$ cat src/rtl/stopwatch_pkg.sv
// -----------------------------------------------------------------------------
// stopwatch_pkg
// Shared definitions for the stopwatch controller:
//   - state_e      : FSM state encoding (IDLE, RUN, PAUSE, DONE)
//   - BCD_TENS_MAX : largest tens digit of a seconds/minutes field (5)
//   - BCD_UNIT_MAX : largest units digit of a BCD field (9)
//   - at_limit()   : true when the fed-back count reads 59:59
// No ports (package).
// -----------------------------------------------------------------------------
package stopwatch_pkg;

  typedef enum logic [1:0] {
    ST_IDLE  = 2'd0,
    ST_RUN   = 2'd1,
    ST_PAUSE = 2'd2,
    ST_DONE  = 2'd3
  } state_e;

  localparam logic [3:0] BCD_TENS_MAX = 4'd5;
  localparam logic [3:0] BCD_UNIT_MAX = 4'd9;

  // True when the external counter shows mm:ss = 59:59.
  function automatic logic at_limit(
    input logic [3:0] sec_unit,
    input logic [3:0] sec_tens,
    input logic [3:0] min_unit,
    input logic [3:0] min_tens
  );
    return (sec_unit == BCD_UNIT_MAX) && (sec_tens == BCD_TENS_MAX) &&
           (min_unit == BCD_UNIT_MAX) && (min_tens == BCD_TENS_MAX);
  endfunction

endpackage

$ cat src/rtl/btn_debounce.sv
// -----------------------------------------------------------------------------
// btn_debounce
// Conditions one raw mechanical button:
//   two-flop synchronizer -> level debouncer -> rising-edge press pulse.
// A new level is accepted only after DEBOUNCE_CYCLES consecutive synchronized
// samples differ from the currently accepted level. The press pulse is
// registered together with the accepted level, so a clean edge on btn_raw
// shows up on press DEBOUNCE_CYCLES+2 clock edges later.
//
// Ports:
//   clk     in   1  clock
//   rst_n   in   1  asynchronous active-low reset
//   btn_raw in   1  raw active-high button, asynchronous to clk
//   press   out  1  one-cycle pulse when a debounced 0->1 change is accepted
// -----------------------------------------------------------------------------
module btn_debounce #(
  parameter int DEBOUNCE_CYCLES = 1_000_000
) (
  input  logic clk,
  input  logic rst_n,
  input  logic btn_raw,
  output logic press
);

  // The counter only needs to reach DEBOUNCE_CYCLES-1.
  localparam int CNT_W = (DEBOUNCE_CYCLES > 1) ? $clog2(DEBOUNCE_CYCLES) : 1;
  localparam logic [CNT_W-1:0] CNT_LAST = CNT_W'(DEBOUNCE_CYCLES - 1);

  logic             sync1_q, sync1_d;
  logic             sync2_q, sync2_d;
  logic             stable_q, stable_d;
  logic             press_q, press_d;
  logic [CNT_W-1:0] cnt_q, cnt_d;

  always_comb begin
    sync1_d  = btn_raw;
    sync2_d  = sync1_q;
    stable_d = stable_q;
    cnt_d    = cnt_q;
    press_d  = 1'b0;
    if (sync2_q == stable_q) begin
      // Any sample agreeing with the accepted level restarts the run.
      cnt_d = '0;
    end else if (cnt_q == CNT_LAST) begin
      // This is the DEBOUNCE_CYCLES-th differing sample in a row.
      stable_d = sync2_q;
      cnt_d    = '0;
      press_d  = sync2_q;
    end else begin
      cnt_d = cnt_q + 1'b1;
    end
  end

  always_ff @(posedge clk or negedge rst_n) begin
    if (!rst_n) begin
      sync1_q  <= 1'b0;
      sync2_q  <= 1'b0;
      stable_q <= 1'b0;
      press_q  <= 1'b0;
      cnt_q    <= '0;
    end else begin
      sync1_q  <= sync1_d;
      sync2_q  <= sync2_d;
      stable_q <= stable_d;
      press_q  <= press_d;
      cnt_q    <= cnt_d;
    end
  end

  assign press = press_q;

endmodule

$ cat src/rtl/stopwatch_ctrl.sv
// -----------------------------------------------------------------------------
// stopwatch_ctrl
// Control path of an mm:ss stopwatch. Debounces the start/stop and clear
// buttons, runs the IDLE/RUN/PAUSE/DONE state machine, divides clk_50mhz down
// to a one-cycle count-advance pulse and stops the count at 59:59.
//
// Parameters:
//   CLK_FREQ         clk_50mhz cycles per timer second
//   DEBOUNCE_CYCLES  stable-level cycles needed to accept a button change
//
// Ports:
//   clk_50mhz  in   1  system clock, all state changes on its rising edge
//   reset_n    in   1  asynchronous active-low reset
//   btn_start  in   1  raw start/stop button
//   btn_clear  in   1  raw clear button
//   sec_unit, sec_tens, min_unit, min_tens  in  4 each  BCD count fed back
//   tick_1hz   out  1  one-cycle count-advance pulse
//   cnt_enable out  1  counter enable (RUN only)
//   cnt_reset  out  1  counter clear (IDLE only)
//   run_led    out  1  high while counting
//   alarm      out  1  high in DONE (59:59 reached)
//
// Optional feature, macro STOPWATCH_LAP_EN:
//   btn_lap    in   1  raw lap button
//   disp_sec_unit, disp_sec_tens, disp_min_unit, disp_min_tens  out  4 each
//   The disp_* registers follow the count inputs unless a lap hold is active;
//   a lap press in RUN or PAUSE toggles the hold, IDLE releases it.
// -----------------------------------------------------------------------------
module stopwatch_ctrl
  import stopwatch_pkg::*;
#(
  parameter int CLK_FREQ        = 50_000_000,
  parameter int DEBOUNCE_CYCLES = 1_000_000
) (
  input  logic       clk_50mhz,
  input  logic       reset_n,
  input  logic       btn_start,
  input  logic       btn_clear,
`ifdef STOPWATCH_LAP_EN
  input  logic       btn_lap,
  output logic [3:0] disp_sec_unit,
  output logic [3:0] disp_sec_tens,
  output logic [3:0] disp_min_unit,
  output logic [3:0] disp_min_tens,
`endif
  input  logic [3:0] sec_unit,
  input  logic [3:0] sec_tens,
  input  logic [3:0] min_unit,
  input  logic [3:0] min_tens,
  output logic       tick_1hz,
  output logic       cnt_enable,
  output logic       cnt_reset,
  output logic       run_led,
  output logic       alarm
);

  localparam int PRESC_W = (CLK_FREQ > 1) ? $clog2(CLK_FREQ) : 1;
  localparam logic [PRESC_W-1:0] PRESC_LAST = PRESC_W'(CLK_FREQ - 1);

  logic start_press;
  logic clear_press;

  btn_debounce #(.DEBOUNCE_CYCLES(DEBOUNCE_CYCLES)) u_start_db (
    .clk     (clk_50mhz),
    .rst_n   (reset_n),
    .btn_raw (btn_start),
    .press   (start_press)
  );

  btn_debounce #(.DEBOUNCE_CYCLES(DEBOUNCE_CYCLES)) u_clear_db (
    .clk     (clk_50mhz),
    .rst_n   (reset_n),
    .btn_raw (btn_clear),
    .press   (clear_press)
  );

  state_e               state_q, state_d;
  logic [PRESC_W-1:0]   presc_q, presc_d;
  logic                 tick_q, tick_d;
  logic                 cnt_enable_q, cnt_enable_d;
  logic                 cnt_reset_q, cnt_reset_d;
  logic                 run_led_q, run_led_d;
  logic                 alarm_q, alarm_d;
  logic                 tick_due;
  logic                 limit;

  assign tick_due = (presc_q == PRESC_LAST);
  assign limit    = at_limit(sec_unit, sec_tens, min_unit, min_tens);

  always_comb begin
    state_d = state_q;
    presc_d = presc_q;
    tick_d  = 1'b0;
    if (clear_press) begin
      // Clear overrides a start press or a due tick in the same cycle.
      state_d = ST_IDLE;
      presc_d = '0;
    end else begin
      case (state_q)
        ST_IDLE: begin
          presc_d = '0;
          if (start_press) state_d = ST_RUN;
        end
        ST_RUN: begin
          if (tick_due) begin
            presc_d = '0;
            if (limit) begin
              // At 59:59 the advance is swallowed and the watch stops.
              state_d = ST_DONE;
            end else begin
              // A stop press on a tick cycle still lets that tick out.
              tick_d = 1'b1;
              if (start_press) state_d = ST_PAUSE;
            end
          end else begin
            presc_d = presc_q + 1'b1;
            if (start_press) state_d = ST_PAUSE;
          end
        end
        ST_PAUSE: begin
          // Prescaler holds so the partial second resumes after RUN.
          if (start_press) state_d = ST_RUN;
        end
        ST_DONE: begin
          presc_d = '0;
        end
        default: begin
          state_d = ST_IDLE;
          presc_d = '0;
        end
      endcase
    end
  end

  // Outputs are decoded from the next state so they line up with state_q.
  always_comb begin
    cnt_enable_d = (state_d == ST_RUN);
    run_led_d    = (state_d == ST_RUN);
    cnt_reset_d  = (state_d == ST_IDLE);
    alarm_d      = (state_d == ST_DONE);
  end

  always_ff @(posedge clk_50mhz or negedge reset_n) begin
    if (!reset_n) begin
      state_q      <= ST_IDLE;
      presc_q      <= '0;
      tick_q       <= 1'b0;
      cnt_enable_q <= 1'b0;
      cnt_reset_q  <= 1'b1;
      run_led_q    <= 1'b0;
      alarm_q      <= 1'b0;
    end else begin
      state_q      <= state_d;
      presc_q      <= presc_d;
      tick_q       <= tick_d;
      cnt_enable_q <= cnt_enable_d;
      cnt_reset_q  <= cnt_reset_d;
      run_led_q    <= run_led_d;
      alarm_q      <= alarm_d;
    end
  end

  assign tick_1hz   = tick_q;
  assign cnt_enable = cnt_enable_q;
  assign cnt_reset  = cnt_reset_q;
  assign run_led    = run_led_q;
  assign alarm      = alarm_q;

`ifdef STOPWATCH_LAP_EN
  logic        lap_press;
  logic        lap_hold_q, lap_hold_d;
  // Digits packed as {min_tens, min_unit, sec_tens, sec_unit}.
  logic [15:0] disp_q, disp_d;

  btn_debounce #(.DEBOUNCE_CYCLES(DEBOUNCE_CYCLES)) u_lap_db (
    .clk     (clk_50mhz),
    .rst_n   (reset_n),
    .btn_raw (btn_lap),
    .press   (lap_press)
  );

  always_comb begin
    lap_hold_d = lap_hold_q;
    if (state_d == ST_IDLE) begin
      lap_hold_d = 1'b0;
    end else if (lap_press && ((state_q == ST_RUN) || (state_q == ST_PAUSE))) begin
      lap_hold_d = ~lap_hold_q;
    end
    disp_d = lap_hold_q ? disp_q : {min_tens, min_unit, sec_tens, sec_unit};
  end

  always_ff @(posedge clk_50mhz or negedge reset_n) begin
    if (!reset_n) begin
      lap_hold_q <= 1'b0;
      disp_q     <= '0;
    end else begin
      lap_hold_q <= lap_hold_d;
      disp_q     <= disp_d;
    end
  end

  assign disp_min_tens = disp_q[15:12];
  assign disp_min_unit = disp_q[11:8];
  assign disp_sec_tens = disp_q[7:4];
  assign disp_sec_unit = disp_q[3:0];
`endif

endmodule

$ cat config.mk
export PLATFORM = sky130hd
export DESIGN_NAME = stopwatch_ctrl
export DESIGN_NICKNAME = d
export VERILOG_FILES = /design/src/rtl/stopwatch_pkg.sv /design/src/rtl/btn_debounce.sv /design/src/rtl/stopwatch_ctrl.sv
export SDC_FILE = /design/constraint.sdc
export NUM_CORES = 1
export LEC_CHECK = 0
export CAP_MARGIN = 30
export CORE_MARGIN = 2
export CORE_UTILIZATION = 30
export CTS_CLUSTER_SIZE = 28
export DETAILED_ROUTE_END_ITERATION = 12
export PLACE_DENSITY = 0.51
export SLEW_MARGIN = 25
export SYNTH_ARGS = -nofsm -noshare
export SYNTH_HDL_FRONTEND = slang
export SYNTH_SLANG_ARGS = --single-unit
export TNS_END_PERCENT = 100
$ cat constraint.sdc
create_clock -name clk_50mhz -period 2.78 [get_ports clk_50mhz]
set_clock_uncertainty 0.15 [all_clocks]
set_input_delay 0.417 -clock clk_50mhz [delete_from_list [all_inputs] [get_ports clk_50mhz]]
set_output_delay 0.417 -clock clk_50mhz [all_outputs]
set_load 0.01 [all_outputs]
==> out/results.ini, run 1 <==
[outcome]
status=completed

[grt]
antenna_found_initial=0
grtUsageMet3=0.0310
grt_use_total=0.127
grt_max_degree=45
grt_pass1_vias=3140
use_met2=0.204
top_usage_layer=met2
use_met1=0.166
gr-total-overflow=0
grt_pass1_wl_um=14900

[power]
powerDensity_mw_per_mm2=512
leakage_uw=0.00198
p_int_uw=1940
swShare=0.217
pwr-share-seq=0.478
peakVddDrop_v=0.000247
p_comb_frac=0.032
clkPwrFrac=0.490
p_sw_uw=538

[critical_path]
worstPathMaxFanout=10
critPathCapture=presc_q[21]
startpoint_type=flip-flop
slowest_stage=o21ai_2
crit_path_start=presc_q[0]
r2r_slack_ns=0.46
reg2reg_depth=6
crit_type=reg -> reg
timing.critical_path.required_ns=2.86
slowest_delay_ns=0.46
endpoint_kind=flip-flop
crit_chain=ha_1 > and3_1 > nand4_4 > o21ai_2 > o21ai_0 > a21o_1
worstPathArrival_ns=2.40
r2r-start=presc_q[0]
r2r-end=presc_q[21]

[sta]
fmax_mhz=431
setup-tns-final_ns=0
hold_violations=0
relSlewSlack=0.490
layout_setup_ws_ns=0.457
setup_viol=0
rsz0062_at_grt=false
fin_crit_ns=2.32
max_slew.worst_pin.slew_ns=0.755
fin_crit_sh=0.836
whs_ns=0.199
slew_violations=0

[place]
port-buffer-count=24
dp_hpwl_um=5750
dpl_worst_slack_ns=0.451
place_inst=611
place.gp.congestion=0.785

[synthesis]
ys_async_sr_fraction=1.00
syn-num-nets=446
synthAdderAreaFrac=0.0244
synth_top_area_frac=0.482
yosysTopAreaCell=dfrtp_1
synth_warnings=0
synth_area_leaders=dfrtp_1 (48%), xor2_1 (5.1%), nor2_1 (5.0%)
synth_area_mm2=0.00410
synth.area.mux_share=0.00549
syn_inst=418
ys_seq_elements=80
ys.flop_type=dfrtp_1
synth_edf_count=0
yosysSeqAreaShare=0.488
yosysUniqueCellTypes=51
syn_avg_cell_area_um2=9.82
synth-compound-area-share=0.109
synth_xor_area_frac=0.0811
yosys.area_share.simple=0.256
synth_top_family_by_area=simple AND/OR/NAND/NOR gates

[finish]
drive_gt1_frac=0.0841
nFillCells=1337
nNetsFinal=475
syn_to_final_growth_pct=17.9
fin_cells=628
antenna_cells=0
layout_commonest_cell=dfrtp_1
mostFrequentLayoutCells=dfrtp_1 (79), nor2_1 (55), nand2_1 (32), nand3_1 (24), xor2_1 (24)
final_core_util=0.364

[clocking]
cts_tree=done
clk_path_buf_depth=2
clock_latency_ns=0.34
cts_root_buf=clkbuf_16
cts_buffers=9
cts.sinks=80
ctsHtreeMaxLevel=3
clk_pin_slew_worst_paths_ns=0.06

[floorplanning]
die-height_um=121
die_x_um=121
rows=42
core_region_area_mm2=0.0133
die_area_mm2=0.0146
start_util=0.309
ios=25

[detailed_routing]
firstDrtPassIters=4
postRouteAntennaNets=0
drt_iter0_markers=196
wl_per_cell_um=13.4
post_drt_via_cell_ratio=4.99
drcViolationCount=0
routed_wl_um=8410
dr_total_vias=3131

[job]
maxCapViolCount=0

[min_path]
hold_class=reg -> reg

==> synthesized netlist by cell type, types with 2 or more instances <==
cell	n
a21o_1	3
a21oi_1	19
a31oi_1	16
a41oi_1	4
and3_1	6
and4_1	3
and4_2	3
and4_4	2
buf_2	5
buf_4	3
clkbuf_8	2
dfrtp_1	79
ha_1	8
inv_1	14
mux2_2	2
nand2_1	32
nand2b_1	5
nand3_1	24
nand3b_1	2
nand4_1	17
nand4_4	2
nor2_1	55
nor2b_1	2
nor3_1	14
nor3b_1	2
nor4_1	5
nor4b_1	6
nor4bb_1	5
o21ai_0	12
o21bai_1	5
o31ai_1	2
o41ai_1	2
or3_1	2
or4_1	2
xnor2_1	14
xor2_1	24
==> stage by stage <==
step	total power (uW)	area, um2
2_1_floorplan	1220	4100
3_3_place_gp	1290	4520
3_5_place_dp	1290	4520
4_1_cts	2520	4840
5_1_grt	2580	4840
6_report	2480	4840
==> state kept, by name (all words and copies together), names as in the netlist <==
signal               count
u_start_db.press         1
u_clear_db.press         1
u_clear_db.sync2_q       1
u_clear_db.sync1_q       1
u_clear_db.stable_q      1
run_led                  1
presc_q                 26
u_start_db.sync1_q       1
state_q                  2
u_clear_db.cnt_q        20
tick_1hz                 1
cnt_reset                1
u_start_db.sync2_q       1
u_start_db.stable_q      1
alarm                    1
u_start_db.cnt_q        20
==> power groups by stage <==
stage | sequential (uW) | combinational, uW | clock [uW]
floorplan | 1200 | 20.7 | 0
CTS | 1180 | 83.6 | 1250
finish | 1180 | 79.3 | 1220
global placement | 1200 | 81.4 | 0
global route | 1180 | 90.2 | 1310
detailed placement | 1200 | 81.7 | 0
==> layout make-up <==
class,count,area [um2],area share
Sequential cell,80,2000,0.414
Multi-Input combinational cell,311,1950,0.403
Timing Repair Buffer,31,305,0.0631
Clock buffer,11,243,0.0502
Tap cell,176,220,0.0455
Clock inverter,5,62.6,0.0129
Inverter,14,52.6,0.0109
==> repair_timing <==
item / CTS / global route
endpoints found under the hold margin: 36 / 0
buffers inserted: 0 / 0
hold buffers: 1 / 0
resized for setup: 0 / 0
==> metal layers <==
layer  vias to the layer above  share of wire
met3                        10          0.026
li1                       1553              -
met1                      1542           0.50
met4                         0          0.014
met2                        26           0.46
met5                         -              0
==> kinds of logic (layout without fill, tap and decap cells) <==
| kind of cell | after synthesis | after routing |
|---|---|---|
| AND/OR/NAND/NOR | 193 | 193 |
| flip-flops | 80 | 80 |
| AO/OA/AOI/OAI | 70 | 70 |
| XOR/XNOR | 38 | 38 |
| buffers and inverters | 27 | 61 |
| adder cells (fa/ha/maj) | 8 | 8 |
| multiplexers | 2 | 2 |
==> worst min path at each step <==
stage	cells after the start	end	start
floorplan	0	alarm	reset_n
global placement	0	u_clear_db.sync2_q	u_clear_db.sync1_q
detailed placement	0	u_start_db.sync2_q	u_start_db.sync1_q
CTS	0	u_start_db.sync2_q	u_start_db.sync1_q
global route	0	u_clear_db.sync2_q	u_clear_db.sync1_q
finish	0	u_start_db.sync2_q	u_start_db.sync1_q
==> critical path: cells and delay by family, from the launching register on <==
kind	cells	cell delay [ns]
compound gates	3	0.84
simple gates	2	0.56
flops	1	0.44
fa+ha+maj	1	0.21
Power figures use the tool's default switching activity.
==> inputs of run 2 (changes only) <==
--- a/config.mk
+++ b/config.mk
@@ -10,7 +10,7 @@
 export CORE_UTILIZATION = 30
 export CTS_CLUSTER_SIZE = 28
 export DETAILED_ROUTE_END_ITERATION = 12
-export PLACE_DENSITY = 0.51
+export PLACE_DENSITY = 0.53
 export SLEW_MARGIN = 25
 export SYNTH_ARGS = -nofsm -noshare
 export SYNTH_HDL_FRONTEND = slang
==> constraint.sdc (replaced) <==
create_clock -name clk_50mhz -period 1.9 [get_ports clk_50mhz]
set_clock_uncertainty 0.15 [all_clocks]
set_input_delay 0.285 -clock clk_50mhz [delete_from_list [all_inputs] [get_ports clk_50mhz]]
set_output_delay 0.285 -clock clk_50mhz [all_outputs]
set_load 0.01 [all_outputs]
==> out/results.ini, run 2 (synthesized netlist as in run 1, its figures left out) <==
[grt]
grt_max_degree=37  ; was 45
gr-total-overflow=0  ; unchanged
antenna_found_initial=0  ; unchanged
grt_pass1_wl_um=16200  ; was 14,900 um
grt_use_total=0.138  ; was 0.127
grt_pass1_vias=3373  ; was 3,140

[place]
place_inst=660  ; was 611
place.gp.congestion=0.827  ; was 0.785
dpl_worst_slack_ns=-0.253  ; was 0.451 ns
dp_hpwl_um=6510  ; was 5750 um
port-buffer-count=24  ; unchanged
placed_area_mm2=0.00492  ; was 0.00452 mm2

[power]
p_total_uw=3730  ; was 2480 uW
p_comb_frac=0.035  ; was 0.032
pwr-share-seq=0.464  ; was 0.478
clkPwrFrac=0.501  ; was 0.490
powerDensity_mw_per_mm2=672  ; was 512 mW/mm2
leakage_uw=0.00230  ; was 0.00198 uW
p_int_uw=2940  ; was 1940 uW
p_sw_uw=791  ; was 538 uW
peakVddDrop_v=0.000427  ; was 0.000247 V
swShare=0.212  ; was 0.217

[outcome]
violations=setup timing
status=finished with violations  ; was completed

[sta]
fmax_mhz=521  ; was 431 MHz
fin_crit_ns=1.92  ; was 2.32 ns
layout_setup_ws_ns=-0.0199  ; was 0.457 ns
setup-tns-final_ns=-0.0590  ; was 0 ns
slew_violations=0  ; unchanged
hold_violations=0  ; unchanged
fin_crit_sh=1.01  ; was 0.836
setup_viol=5  ; was 0
rsz0062_at_grt=true  ; was false
max_slew.worst_pin.slew_ns=0.586  ; was 0.755 ns
relSlewSlack=0.607  ; was 0.490

[detailed_routing]
met3_length_um=282  ; was 217 um
drt_iter0_markers=147  ; was 196
route.met2.wl_um=4890  ; was 3830 um
routed.top_layer=met4  ; unchanged
drcViolationCount=0  ; unchanged
firstDrtPassIters=4  ; unchanged
postRouteAntennaNets=0  ; unchanged
wl_per_cell_um=14.1  ; was 13.4 um
dr_total_vias=3433  ; was 3,131
wl_met1_um=4350  ; was 4240 um
post_drt_via_cell_ratio=5.01  ; was 4.99
routed_wl_um=9660  ; was 8410 um

[critical_path]
critPathCapture=presc_q[23]  ; was presc_q[21]
timing.critical_path.required_ns=1.97  ; was 2.86 ns
path_depth=6  ; unchanged
crit_chain=buf_6 > and4_4 > nand4_4 > or4_4 > a21oi_1 > o21bai_1  ; was ha_1 > and3_1 > nand4_4 > o21ai_2 > o21ai_0 > a21o_1
r2r-end=presc_q[23]  ; was presc_q[21]
crit_path_start=presc_q[9]  ; was presc_q[0]
r2r-start=presc_q[9]  ; was presc_q[0]
endpoint_kind=flip-flop  ; unchanged
slowest_stage=or4_4  ; was o21ai_2
worstPathArrival_ns=1.99  ; was 2.40 ns
r2r_slack_ns=-0.02  ; was 0.46 ns
startpoint_type=flip-flop  ; unchanged
reg2reg_depth=6  ; unchanged
crit_type=reg -> reg  ; unchanged
crit_family=simple AND/OR/NAND/NOR gates  ; was compound AO/OA/AOI/OAI gates
slowest_delay_ns=0.54  ; was 0.46 ns
worstPathMaxFanout=4  ; was 10
worst-path-buf-inv=1  ; was 0

[clocking]
cts.sinks=80  ; unchanged
clock_latency_ns=0.34  ; about the same
ctsHtreeMaxLevel=3  ; unchanged
cts_buffers=9  ; unchanged
clk_pin_slew_worst_paths_ns=0.06  ; about the same
cts_root_buf=clkbuf_16  ; unchanged
cts_tree=done  ; unchanged
clk_path_buf_depth=2  ; unchanged

[floorplanning]
ios=25  ; unchanged
die-height_um=121  ; unchanged
start_util=0.309  ; unchanged
core_region_area_mm2=0.0133  ; unchanged
die_x_um=121  ; unchanged
rows=42  ; unchanged
die_area_mm2=0.0146  ; unchanged

[finish]
stdcell_area_mm2=0.00556  ; was 0.00484 mm2
drive_gt1_frac=0.279  ; was 0.0841
mostFrequentLayoutCells=dfrtp_1 (77), buf_4 (56), nor2_1 (53), nand2_1 (31)  ; was dfrtp_1 (79), nor2_1 (55), nand2_1 (32), nand3_1 (24), xor2_1 (24)
reg_top3=presc_q: 26 flops, u_clear_db.cnt_q: 20 flops, u_start_db.cnt_q: 20 flops  ; unchanged
largest_register_ffs=26  ; unchanged
antenna_cells=0  ; unchanged
syn_to_final_growth_pct=35.5  ; was 17.9%
nNetsFinal=532  ; was 475
fin_cells=685  ; was 628
layout_commonest_cell=dfrtp_1  ; unchanged
nFillCells=1278  ; was 1,337
top_register=presc_q  ; unchanged

[min_path]
hold_class=reg -> reg  ; unchanged

[job]
maxCapViolCount=0  ; unchanged

## run 2: changes by cell type in the layout (fill, tap and decap cells not counted), sizes merged
cell,before,now
inv,16,15
clkinv,0,2
bufinv,1,2
clkinvlp,2,1
clkbuf,11,10
buf,7,64
## run 2: metal layers
| metal | vias up | global-route usage |
|---|---|---|
| met2 | 51 | 0.238 |
| met3 | 10 | 0.0301 |
| met4 | 0 | 0.0458 |
| met5 | - | 0 |
| met1 | 1699 | 0.170 |
| li1 | 1673 | - |
## run 2: worst min path at each step
| stage | start | endpoint | slack (ns) | cells after the start |
|---|---|---|---|---|
| 6_report | u_start_db.sync1_q | u_start_db.sync2_q | 0.20 | 0 |
| 5_1_grt | u_start_db.sync1_q | u_start_db.sync2_q | 0.22 | 0 |
| 4_1_cts | u_clear_db.sync1_q | u_clear_db.sync2_q | 0.21 | 0 |
| 3_5_place_dp | reset_n | state_q[0] | 0.08 | 1 |
| 3_3_place_gp | reset_n | state_q[0] | 0.07 | 1 |
| 2_1_floorplan | reset_n | alarm | -0.16 | 0 |
## run 2: metrics by stage
| step | hold slack [ns] | utilization |
|---|---|---|
| after detailed placement | 0.0767 | 0.370 |
| after floorplan | -0.161 | - |
| after CTS | 0.206 | 0.403 |
| final | 0.200 | 0.418 |
| after global placement | 0.0740 | 0.370 |
| after global routing | 0.219 | 0.418 |
## run 2: cell type report
type	count	area [um2]	area share
Sequential cell	80	2010	0.361
Inverter	14	52.6	0.00946
Timing Repair Buffer	88	768	0.138
Clock buffer	10	229	0.0412
Clock inverter	6	92.6	0.0167
Tap cell	176	220	0.0396
Multi-Input combinational cell	311	2190	0.394
## run 2: power groups by stage
stage / clock [uW] / combinational (uW) / sequential (uW)
after CTS: 1940 / 129 / 1730
after global placement: 0 / 123 / 1760
after floorplan: 0 / 30.3 / 1760
after detailed placement: 0 / 125 / 1760
after global routing: 2000 / 146 / 1730
final: 1870 / 130 / 1730
## run 2: timing repair
| item | in CTS | in global routing |
|---|---|---|
| resized for setup | 19 | 40 |
| setup endpoints to repair | 30 | 68 |
| pin swaps | 11 | 15 |
| endpoints found under the hold margin | 23 | 0 |
| hold buffers | 1 | 0 |
| setup buffers | 1 | 8 |
==> inputs of run 3 (changes only) <==
--- a/config.mk
+++ b/config.mk
@@ -10,7 +10,8 @@
 export CORE_UTILIZATION = 30
 export CTS_CLUSTER_SIZE = 28
 export DETAILED_ROUTE_END_ITERATION = 12
-export PLACE_DENSITY = 0.53
+export DONT_BUFFER_PORTS = 1
+export PLACE_DENSITY = 0.5
 export SLEW_MARGIN = 25
 export SYNTH_ARGS = -nofsm -noshare
 export SYNTH_HDL_FRONTEND = slang
==> out/results.ini, run 3 (synthesized netlist as in run 1, its figures left out) <==
[power]
powerDensity_mw_per_mm2=611  ; was 672 mW/mm2
clkPwrFrac=0.480  ; was 0.501
swShare=0.218  ; was 0.212
p_comb_frac=0.023  ; was 0.035
p_int_uw=2720  ; was 2940 uW
peakVddDrop_v=0.000520  ; was 0.000427 V
pwr-share-seq=0.498  ; was 0.464
leakage_uw=0.00232  ; was 0.00230 uW
p_sw_uw=761  ; was 791 uW

[finish]
final_core_util=0.429  ; was 0.418
fin_cells=676  ; was 685
antenna_cells=0  ; unchanged
syn_to_final_growth_pct=38.9  ; was 35.5%
nFillCells=1265  ; was 1,278
largest_register_ffs=26  ; unchanged
nNetsFinal=523  ; was 532
reg_top3=presc_q: 26 flops, u_clear_db.cnt_q: 20 flops, u_start_db.cnt_q: 20 flops  ; unchanged
top_register=presc_q  ; unchanged
drive_gt1_frac=0.374  ; was 0.279
layout_commonest_cell=dfrtp_1  ; unchanged
mostFrequentLayoutCells=dfrtp_1 (77), buf_4 (64), nor2_1 (34), nand2_1 (31), nand3_1 (24)  ; was dfrtp_1 (77), buf_4 (56), nor2_1 (53), nand2_1 (31)

[detailed_routing]
post_drt_via_cell_ratio=5.04  ; was 5.01
drt_iter0_markers=244  ; was 147
drcViolationCount=0  ; unchanged
firstDrtPassIters=4  ; unchanged
routed_wl_um=10000  ; was 9660 um
dr_total_vias=3406  ; was 3,433
postRouteAntennaNets=0  ; unchanged
wl_per_cell_um=14.8  ; was 14.1 um

[place]
dp_hpwl_um=6070  ; was 6510 um
place.gp.congestion=0.793  ; was 0.827
place_inst=638  ; was 660
port-buffer-count=0  ; was 24

[clocking]
postCtsHoldBufs=2  ; was 1
cts.sinks=80  ; unchanged
cts_root_buf=clkbuf_16  ; unchanged
cts_tree=done  ; unchanged
clk_path_buf_depth=2  ; unchanged
cts_buffers=9  ; unchanged
clock_latency_ns=0.33  ; was 0.34 ns
ctsHtreeMaxLevel=3  ; unchanged
clk_pin_slew_worst_paths_ns=0.06  ; about the same

[floorplanning]
core_region_area_mm2=0.0133  ; unchanged
die_area_mm2=0.0146  ; unchanged
die-height_um=121  ; unchanged
ios=25  ; unchanged
die_x_um=121  ; unchanged
rows=42  ; unchanged
start_util=0.309  ; unchanged

[sta]
max_slew.worst_pin.slew_ns=0.366  ; was 0.586 ns
setup_viol=12  ; was 5
fin_crit_sh=1.01  ; about the same
rsz0062_at_grt=true  ; unchanged
fin_crit_ns=1.93  ; was 1.92 ns
layout_setup_ws_ns=-0.0267  ; was -0.0199 ns
hold_violations=80  ; was 0
fmax_mhz=519  ; was 521 MHz
relSlewSlack=0.756  ; was 0.607
slew_violations=0  ; unchanged
whs_ns=-0.503  ; was 0.200 ns

[critical_path]
endpoint_kind=flip-flop  ; unchanged
worstPathArrival_ns=1.98  ; was 1.99 ns
crit_type=reg -> reg  ; unchanged
worstPathMaxFanout=7  ; was 4
startpoint_type=flip-flop  ; unchanged
timing.critical_path.required_ns=1.95  ; was 1.97 ns
r2r-start=presc_q[1]  ; was presc_q[9]
crit_path_start=presc_q[1]  ; was presc_q[9]

[job]
maxCapViolCount=0  ; unchanged

[grt]
grt_pass1_vias=3231  ; was 3,373
grt_max_degree=81  ; was 37
antenna_found_initial=0  ; unchanged
gr-total-overflow=0  ; unchanged
grt_use_total=0.130  ; was 0.138
grt_pass1_wl_um=15300  ; was 16,200 um

[min_path]
hold_class=in -> async  ; was reg -> reg

[outcome]
violations=hold timing, setup timing  ; was setup timing
status=finished with violations  ; unchanged

## run 3: cell type report
type	count	area, um2	area share
Multi-Input combinational cell	313	2440	0.429
Clock inverter	5	37.5	0.00658
Timing Repair Buffer	77	687	0.121
Sequential cell	80	2010	0.352
Tap cell	176	220	0.0386
Inverter	14	52.6	0.00922
Clock buffer	11	253	0.0443
## run 3: worst paths after layout
path / slack, ns / end / depth (start not counted)
max in group asynchronous: 1.92 / cnt_reset / 0
hold reg to reg: 0.19 / u_start_db.sync2_q / 0
hold / removal: -0.50 / state_q[0] / 0
setup / recovery: -0.03 / presc_q[16] / 7
min in group clk_50mhz: 0.19 / u_start_db.sync2_q / 0
setup reg to reg: -0.03 / presc_q[16] / 7
## run 3: repair_timing
action	4_1_cts	5_1_grt
pin swaps	5	42
endpoints found under the hold margin	82	80
setup buffers	7	9
resized for setup	16	94
endpoints found under the setup margin	26	69
gates cloned	0	6
## run 3: critical path, stage by stage (launching register included)
cell,delay [ns]
dfrtp_1,0.35
ha_2,0.19
and3_4,0.23
buf_4,0.16
and4_2,0.26
nand3_1,0.14
o31ai_2,0.20
a31oi_1,0.11
## run 3: metrics by stage
stage,total power [uW],TNS (ns),cell area [um2],setup WS (ns)
6_report,3480,-0.145,5700,-0.0267
5_1_grt,3620,-3.14,5700,-0.134
4_1_cts,3500,-0.0738,5150,-0.0255
3_5_place_dp,1810,-2.40,4700,-0.152
3_3_place_gp,1810,-1.41,4700,-0.122
2_1_floorplan,1790,-0.514,4140,-0.0523
## run 3: power groups by stage
stage / clock network (uW) / registers [uW] / logic, uW
after floorplan: 0 / 1760 / 30.3
after global placement: 0 / 1760 / 45.6
after detailed placement: 0 / 1760 / 46.0
after CTS: 1720 / 1730 / 49.5
after global routing: 1800 / 1740 / 86.0
final: 1670 / 1730 / 79.0
## run 3: per-layer routing
layer  vias to the layer above  track usage  wire (um)
met5                         -            0          0
met4                         0       0.0414        146
li1                       1657            -          -
met1                      1669        0.170       4790
met3                        15       0.0362        332
met2                        65        0.208       4750
